[src/rtl/noc_pkg.sv]
// Shared NoC router definitions: port IDs, port count and the per-output
// allocator state encoding. The port decoder uses the same ID constants.
package noc_pkg;

    localparam int NUM_PORTS     = 5;
    localparam int PORT_ID_WIDTH = 3;

    typedef logic [2:0] port_id_t;

    localparam port_id_t LOCAL = 3'd0;
    localparam port_id_t NORTH = 3'd1;
    localparam port_id_t EAST  = 3'd2;
    localparam port_id_t SOUTH = 3'd3;
    localparam port_id_t WEST  = 3'd4;

    typedef enum logic {
        ALLOC_IDLE   = 1'b0,
        ALLOC_LOCKED = 1'b1
    } alloc_state_e;

endpackage

[src/rtl/rr_arbiter.sv]
// Combinational round-robin arbiter.
//   req_i : request vector, one bit per requester
//   ptr_i : highest-priority requester index
//   gnt_o : one-hot grant (all zero when nothing requests)
//   idx_o : index of the granted requester (0 when nothing requests)
module rr_arbiter #(
    parameter int N = 5,
    parameter int W = $clog2(N)
) (
    input  logic [N-1:0] req_i,
    input  logic [W-1:0] ptr_i,
    output logic [N-1:0] gnt_o,
    output logic [W-1:0] idx_o
);

    always_comb begin
        gnt_o = '0;
        idx_o = '0;
        for (int k = 0; k < N; k++) begin
            int j;
            // Explicit wrap so non-power-of-two N scans exactly N slots.
            j = int'(ptr_i) + k;
            if (j >= N) j = j - N;
            if (gnt_o == '0 && req_i[j]) begin
                gnt_o[j] = 1'b1;
                idx_o    = W'(j);
            end
        end
    end

endmodule

[src/rtl/switch_allocator.sv]
// Wormhole switch allocator: one round-robin arbiter and IDLE/LOCKED FSM per
// output port. A head flit's input wins an output, then keeps it until its
// tail flit transfers.
//   clk, rst      : clock, synchronous active-high reset
//   in_valid/head/tail/port_req : per-input flit status and requested output
//   out_ready     : per-output downstream accept
//   in_grant      : per-input pop (flit transfers this cycle)
//   out_valid     : per-output valid flit on the crossbar
//   xbar_sel      : per-output selected input index
module switch_allocator
    import noc_pkg::*;
#(
    parameter int NUM_PORTS     = noc_pkg::NUM_PORTS,
    parameter int PORT_ID_WIDTH = noc_pkg::PORT_ID_WIDTH
) (
    input  logic                                     clk,
    input  logic                                     rst,
    input  logic [NUM_PORTS-1:0]                     in_valid,
    input  logic [NUM_PORTS-1:0]                     in_head,
    input  logic [NUM_PORTS-1:0]                     in_tail,
    input  logic [NUM_PORTS-1:0][PORT_ID_WIDTH-1:0]  in_port_req,
    input  logic [NUM_PORTS-1:0]                     out_ready,
    output logic [NUM_PORTS-1:0]                     in_grant,
    output logic [NUM_PORTS-1:0]                     out_valid,
    output logic [NUM_PORTS-1:0][PORT_ID_WIDTH-1:0]  xbar_sel
);

    localparam int PTR_W = $clog2(NUM_PORTS);

    // gnt_m[o] is the one-hot input granted through output o this cycle.
    logic [NUM_PORTS-1:0][NUM_PORTS-1:0] gnt_m;

    for (genvar o = 0; o < NUM_PORTS; o++) begin : g_out
        alloc_state_e         state_q;
        logic [PTR_W-1:0]     owner_q;
        logic [PTR_W-1:0]     rr_q;
        logic [PTR_W-1:0]     rr_d;
        logic [NUM_PORTS-1:0] req;
        logic [NUM_PORTS-1:0] win_gnt;
        logic [PTR_W-1:0]     win_idx;
        logic                 locked;
        logic                 own_vld;
        logic                 xfer;

        // Only head flits request; IDs >= NUM_PORTS never match any o.
        always_comb begin
            req = '0;
            for (int i = 0; i < NUM_PORTS; i++)
                req[i] = in_valid[i] & in_head[i] &
                         (in_port_req[i] == PORT_ID_WIDTH'(o));
        end

        rr_arbiter #(.N(NUM_PORTS), .W(PTR_W)) u_arb (
            .req_i (req),
            .ptr_i (rr_q),
            .gnt_o (win_gnt),
            .idx_o (win_idx)
        );

        assign locked  = (state_q == ALLOC_LOCKED);
        assign own_vld = in_valid[owner_q];
        assign xfer    = locked & own_vld & out_ready[o];
        assign rr_d    = (owner_q == PTR_W'(NUM_PORTS - 1)) ? '0 : owner_q + 1'b1;

        always_ff @(posedge clk) begin
            if (rst) begin
                state_q <= ALLOC_IDLE;
                owner_q <= '0;
                rr_q    <= '0;
            end else begin
                case (state_q)
                    ALLOC_IDLE: begin
                        // Allocation cycle moves no flit.
                        if (|win_gnt) begin
                            owner_q <= win_idx;
                            state_q <= ALLOC_LOCKED;
                        end
                    end
                    ALLOC_LOCKED: begin
                        // An empty owner buffer keeps the lock; only the tail releases it.
                        if (xfer && in_tail[owner_q]) begin
                            state_q <= ALLOC_IDLE;
                            rr_q    <= rr_d;
                        end
                    end
                    default: state_q <= ALLOC_IDLE;
                endcase
            end
        end

        // owner_q persists through IDLE, so the select holds its last value.
        assign xbar_sel[o]  = PORT_ID_WIDTH'(owner_q);
        assign out_valid[o] = locked & own_vld;
        assign gnt_m[o]     = xfer ? (NUM_PORTS'(1) << owner_q) : '0;
    end

    // An input requests a single output, so at most one row hits per column.
    always_comb begin
        in_grant = '0;
        for (int o = 0; o < NUM_PORTS; o++)
            in_grant = in_grant | gnt_m[o];
    end

endmodule

[config.mk]
export PLATFORM = sky130hd
export DESIGN_NAME = switch_allocator
export DESIGN_NICKNAME = d
export VERILOG_FILES = /design/src/rtl/noc_pkg.sv /design/src/rtl/rr_arbiter.sv /design/src/rtl/switch_allocator.sv
export SDC_FILE = /design/constraint.sdc
export NUM_CORES = 1
export LEC_CHECK = 0
export CAP_MARGIN = 20
export CORE_UTILIZATION = 50
export CTS_CLUSTER_SIZE = 24
export DETAILED_ROUTE_END_ITERATION = 16
export GPL_ROUTABILITY_DRIVEN = 0
export PLACE_DENSITY = 0.69
export RECOVER_POWER = 100
export SLEW_MARGIN = 5
export SYNTH_ARGS = -nofsm -noshare
export SYNTH_HDL_FRONTEND = slang
export SYNTH_SLANG_ARGS = --single-unit
[constraint.sdc]
create_clock -name clk -period 9.61 [get_ports clk]
set_clock_uncertainty 0.05 [all_clocks]
set_input_delay 1.922 -clock clk [delete_from_list [all_inputs] [get_ports clk]]
set_output_delay 1.922 -clock clk [all_outputs]
set_load 0.05 [all_outputs]
==> flow_summary.json <==
{
  "syn-num-nets": 1427,
  "fp.coreArea_um2": 18300,
  "viasPerCell": 6.52,
  "cts.reportedPaths.clkPinSlew_ns": 0.06,
  "most-common-layout-cells": "125 x sky130_fd_sc_hd__nand2_1, 123 x sky130_fd_sc_hd__ha_1, 101 x sky130_fd_sc_hd__a21oi_1",
  "timing.reg2reg.setup_slack_ns": 4.94,
  "via_count_of_the_first_global_routing_pass": 9079,
  "number_of_enable_type_register_cells_in_the_synthesized_netlist": 0,
  "setup_viol": 0,
  "cts.sinks": 35,
  "fin_setup_tns_ns": 0,
  "power_frac_clock_pct": 27.4,
  "worst_hold_slack_ns": 0.405,
  "critical_path.max_fanout": 11,
  "muxShareOfSynthArea_pct": 9.83,
  "status": "complete, no violations",
  "power.combinational.fraction_pct": 46.8,
  "layout.cells.most_common": "sky130_fd_sc_hd__nand2_1",
  "main_combinational_cell_family_by_area_after_synthesis": "compound AO/OA/AOI/OAI gates",
  "final_core_util_pct": 56.6,
  "hold_path.class": "reg2reg",
  "boundaryPins": 62,
  "overflow": 0,
  "synth_compound_gate_area_share_pct": 29.6,
  "largest_net_degree_at_the_start_of_global_routing": 41,
  "htree_num_levels": 2,
  "finalNetCount": 1454,
  "simple_gate_share_of_the_synthesized_area_pct": 27.5,
  "place_hpwl_mm": 22.4,
  "setup.worst_path.end_class": "output pin",
  "hold_viol_final": 0,
  "syn_area_per_cell_um2": 7.49,
  "cp-start-kind": "input pin",
  "postSynth.topFlopCell": "sky130_fd_sc_hd__dfxtp_1",
  "avg_wl_per_cell_um": 18.8,
  "floorplan.rows": 49,
  "crit-reg2reg-launch": "g_out[0].rr_q[1]",
  "ys_async_sr_fraction_pct": 0,
  "area_delta_synth_final_pct": 9.25,
  "initial_standard_cell_utilization_of_the_core_pct": 51.8,
  "post_cts_resized": 0,
  "worstPathRequired_ns": 7.64,
  "ys_seq_elements": 35,
  "drt-pass1-iter-count": 7,
  "drt-total-wl_mm": 28.6,
  "worst_slew_pin_slew_ns": 1.21,
  "share_of_layout_cells_above_drive_strength_1_pct": 7.05,
  "max_slew_margin_pct": 18.3,
  "clock_path_buffers": 2,
  "worst_setup_path_startpoint": "in_valid[3]",
  "synth_area_um2": 9460,
  "vdd_ir_drop_max_mv": 0.0577,
  "yosys.area_share.adder_pct": 17.3,
  "synth_seq_area_share_pct": 7.41,
  "post_layout_minimum_cycle_time_ns": 6.89,
  "slew_viol_final": 0,
  "power.share.switching_pct": 41.2,
  "total_switching_power_mw": 0.290,
  "total_power_divided_by_cell_area_nw_per_um2": 68.0,
  "detail_route.iter0.violations": 736,
  "setup.worst_path.end": "in_grant[1]",
  "fp.dieW_um": 140,
  "die_area_um2": 19500,
  "clock_latency_ns": 0.28,
  "cts_tree": "built",
  "cts-buffers-inserted": 5,
  "drc": 0,
  "static-leakage-power_nw": 4.02,
  "wp_data_arrival_ns": 4.92,
  "power_report.internal_total_mw": 0.413,
  "endpoint_of_the_worst_register_to_register_path": "g_out[0].owner_q[2]",
  "clockRootBuffer": "sky130_fd_sc_hd__clkbuf_16",
  "max_cap_viol_count": 0,
  "antenna_found_initial": 1,
  "die_height_um": 140,
  "seqPwrFrac_pct": 25.8,
  "highest_clock_rate_ghz": 0.145,
  "synth_cell_types": 105,
  "post_synth_inst_count": 1262,
  "detailroute.via_count": 9907,
  "gr-usage-all-layers_pct": 29.2,
  "worst-setup-path-type": "in2out",
  "rsz0062_at_grt": "no",
  "grt_pass1_wl_mm": 46.9,
  "post_synth_xor_area_fraction_pct": 2.96,
  "ant_nets": 0,
  "place.port_buffers": 61,
  "ctsHoldBuffers": 0,
  "final_critical_path_share_of_the_clock_period_pct": 71.7,
  "ys.warnings.count": 0,
  "r2r_cells": 11,
  "cts_setup_buffers": 0
}
[layer usage]
layer	routed length [µm]	vias up	share of wire [%]	GRT usage [%]
met4	722	0	2.5	8.73
met5	0	-	0	0
met2	13200	343	46	48.3
met3	1690	43	5.9	2.89
li1	-	4801	-	-
met1	13000	4720	45	40.1
[critical path: stages]
cell and delay [ns]:
sky130_fd_sc_hd__dlygate4sd3_1 0.79, sky130_fd_sc_hd__mux4_2 0.31, sky130_fd_sc_hd__nand2_1 0.05, sky130_fd_sc_hd__a21boi_0 0.33
sky130_fd_sc_hd__nand2_1 0.15, sky130_fd_sc_hd__nor2_1 0.20, sky130_fd_sc_hd__a22oi_1 0.12, sky130_fd_sc_hd__nand3_1 0.15
sky130_fd_sc_hd__dlygate4sd3_1 0.89
[power by group through the flow]
stage	clock [mW]	combinational, mW	sequential (mW)
3_3_place_gp	0	0.326	0.184
2_1_floorplan	0	0.214	0.200
5_1_grt	0.202	0.358	0.183
4_1_cts	0.195	0.330	0.181
3_5_place_dp	0	0.328	0.184
6_report	0.193	0.329	0.181
[Yosys cell counts, types with 9 or more instances]
library cell / instances / area, µm²
sky130_fd_sc_hd__a22oi_1: 12 / 90.1
sky130_fd_sc_hd__a2111oi_0: 10 / 87.6
sky130_fd_sc_hd__or2_2: 11 / 68.8
sky130_fd_sc_hd__mux4_2: 18 / 405
sky130_fd_sc_hd__o22ai_1: 11 / 68.8
sky130_fd_sc_hd__and3_1: 12 / 75.1
sky130_fd_sc_hd__nand4_1: 13 / 81.3
sky130_fd_sc_hd__a21oi_1: 101 / 505
sky130_fd_sc_hd__nand2b_1: 34 / 213
sky130_fd_sc_hd__xnor2_1: 29 / 254
sky130_fd_sc_hd__nor3_1: 31 / 155
sky130_fd_sc_hd__or3_1: 11 / 68.8
sky130_fd_sc_hd__mux2i_1: 43 / 430
sky130_fd_sc_hd__nand2_1: 125 / 469
sky130_fd_sc_hd__a21o_1: 17 / 128
sky130_fd_sc_hd__inv_1: 66 / 248
sky130_fd_sc_hd__nand3_1: 43 / 215
sky130_fd_sc_hd__and2_1: 14 / 87.6
sky130_fd_sc_hd__buf_2: 20 / 100
sky130_fd_sc_hd__nor2_1: 95 / 357
sky130_fd_sc_hd__nor4_1: 9 / 56.3
sky130_fd_sc_hd__a31oi_1: 18 / 113
sky130_fd_sc_hd__a211oi_1: 12 / 90.1
sky130_fd_sc_hd__nand3b_1: 16 / 120
sky130_fd_sc_hd__o21ai_0: 48 / 240
sky130_fd_sc_hd__dfxtp_1: 35 / 701
sky130_fd_sc_hd__o31ai_1: 9 / 67.6
sky130_fd_sc_hd__clkbuf_1: 21 / 78.8
sky130_fd_sc_hd__o211ai_1: 18 / 135
sky130_fd_sc_hd__nor2b_1: 24 / 150
sky130_fd_sc_hd__ha_1: 123 / 1540
[worst min path at each step]
stage	startpoint	to	slack, ns	cells after the start
floorplan	g_out[0].locked	g_out[0].locked	0.39	2
CTS	g_out[0].locked	g_out[0].locked	0.41	2
finish	g_out[0].locked	g_out[0].locked	0.40	2
global route	g_out[0].locked	g_out[0].locked	0.46	2
detailed placement	g_out[0].locked	g_out[0].locked	0.40	2
global placement	g_out[0].locked	g_out[0].locked	0.39	2
[registers in the layout, indices dropped and copies added, names as in the netlist]
name	cells
g_out.rr_q	15
g_out.locked	5
g_out.owner_q	15
[area by class of cell]
class,instances,area (µm²)
Tap cell,229,287
Antenna cell,1,2.50
Clock inverter,2,35.0
Multi-Input combinational cell,1105,8220
Inverter,72,270
Clock buffer,6,139
Fill cell,1753,7940
Sequential cell,35,701
Timing Repair Buffer,70,678
[cell families (layout without fill, tap and decap cells)]
family	after synthesis	in the layout
adders and majority gates	128	128
DFF	35	35
muxes	68	68
and+or+nand+nor	487	487
buffers and inverters	122	150
AOI/OAI and AO/OA	390	390
other	0	1
xor gates and xnor gates	32	32
[metrics by stage]
| step | area [µm²] | power (mW) | setup WS, ns | cells |
|---|---|---|---|---|
| finish | 10300 | 0.703 | 2.72 | 1520 |
| global placement | 10200 | 0.510 | 2.95 | 1511 |
| detailed placement | 10200 | 0.512 | 2.89 | 1511 |
| CTS | 10400 | 0.706 | 2.88 | 1519 |
| global route | 10300 | 0.744 | 2.53 | 1519 |
| floorplan | 9460 | 0.414 | 2.92 | 1262 |
Power figures use the tool's default switching activity.
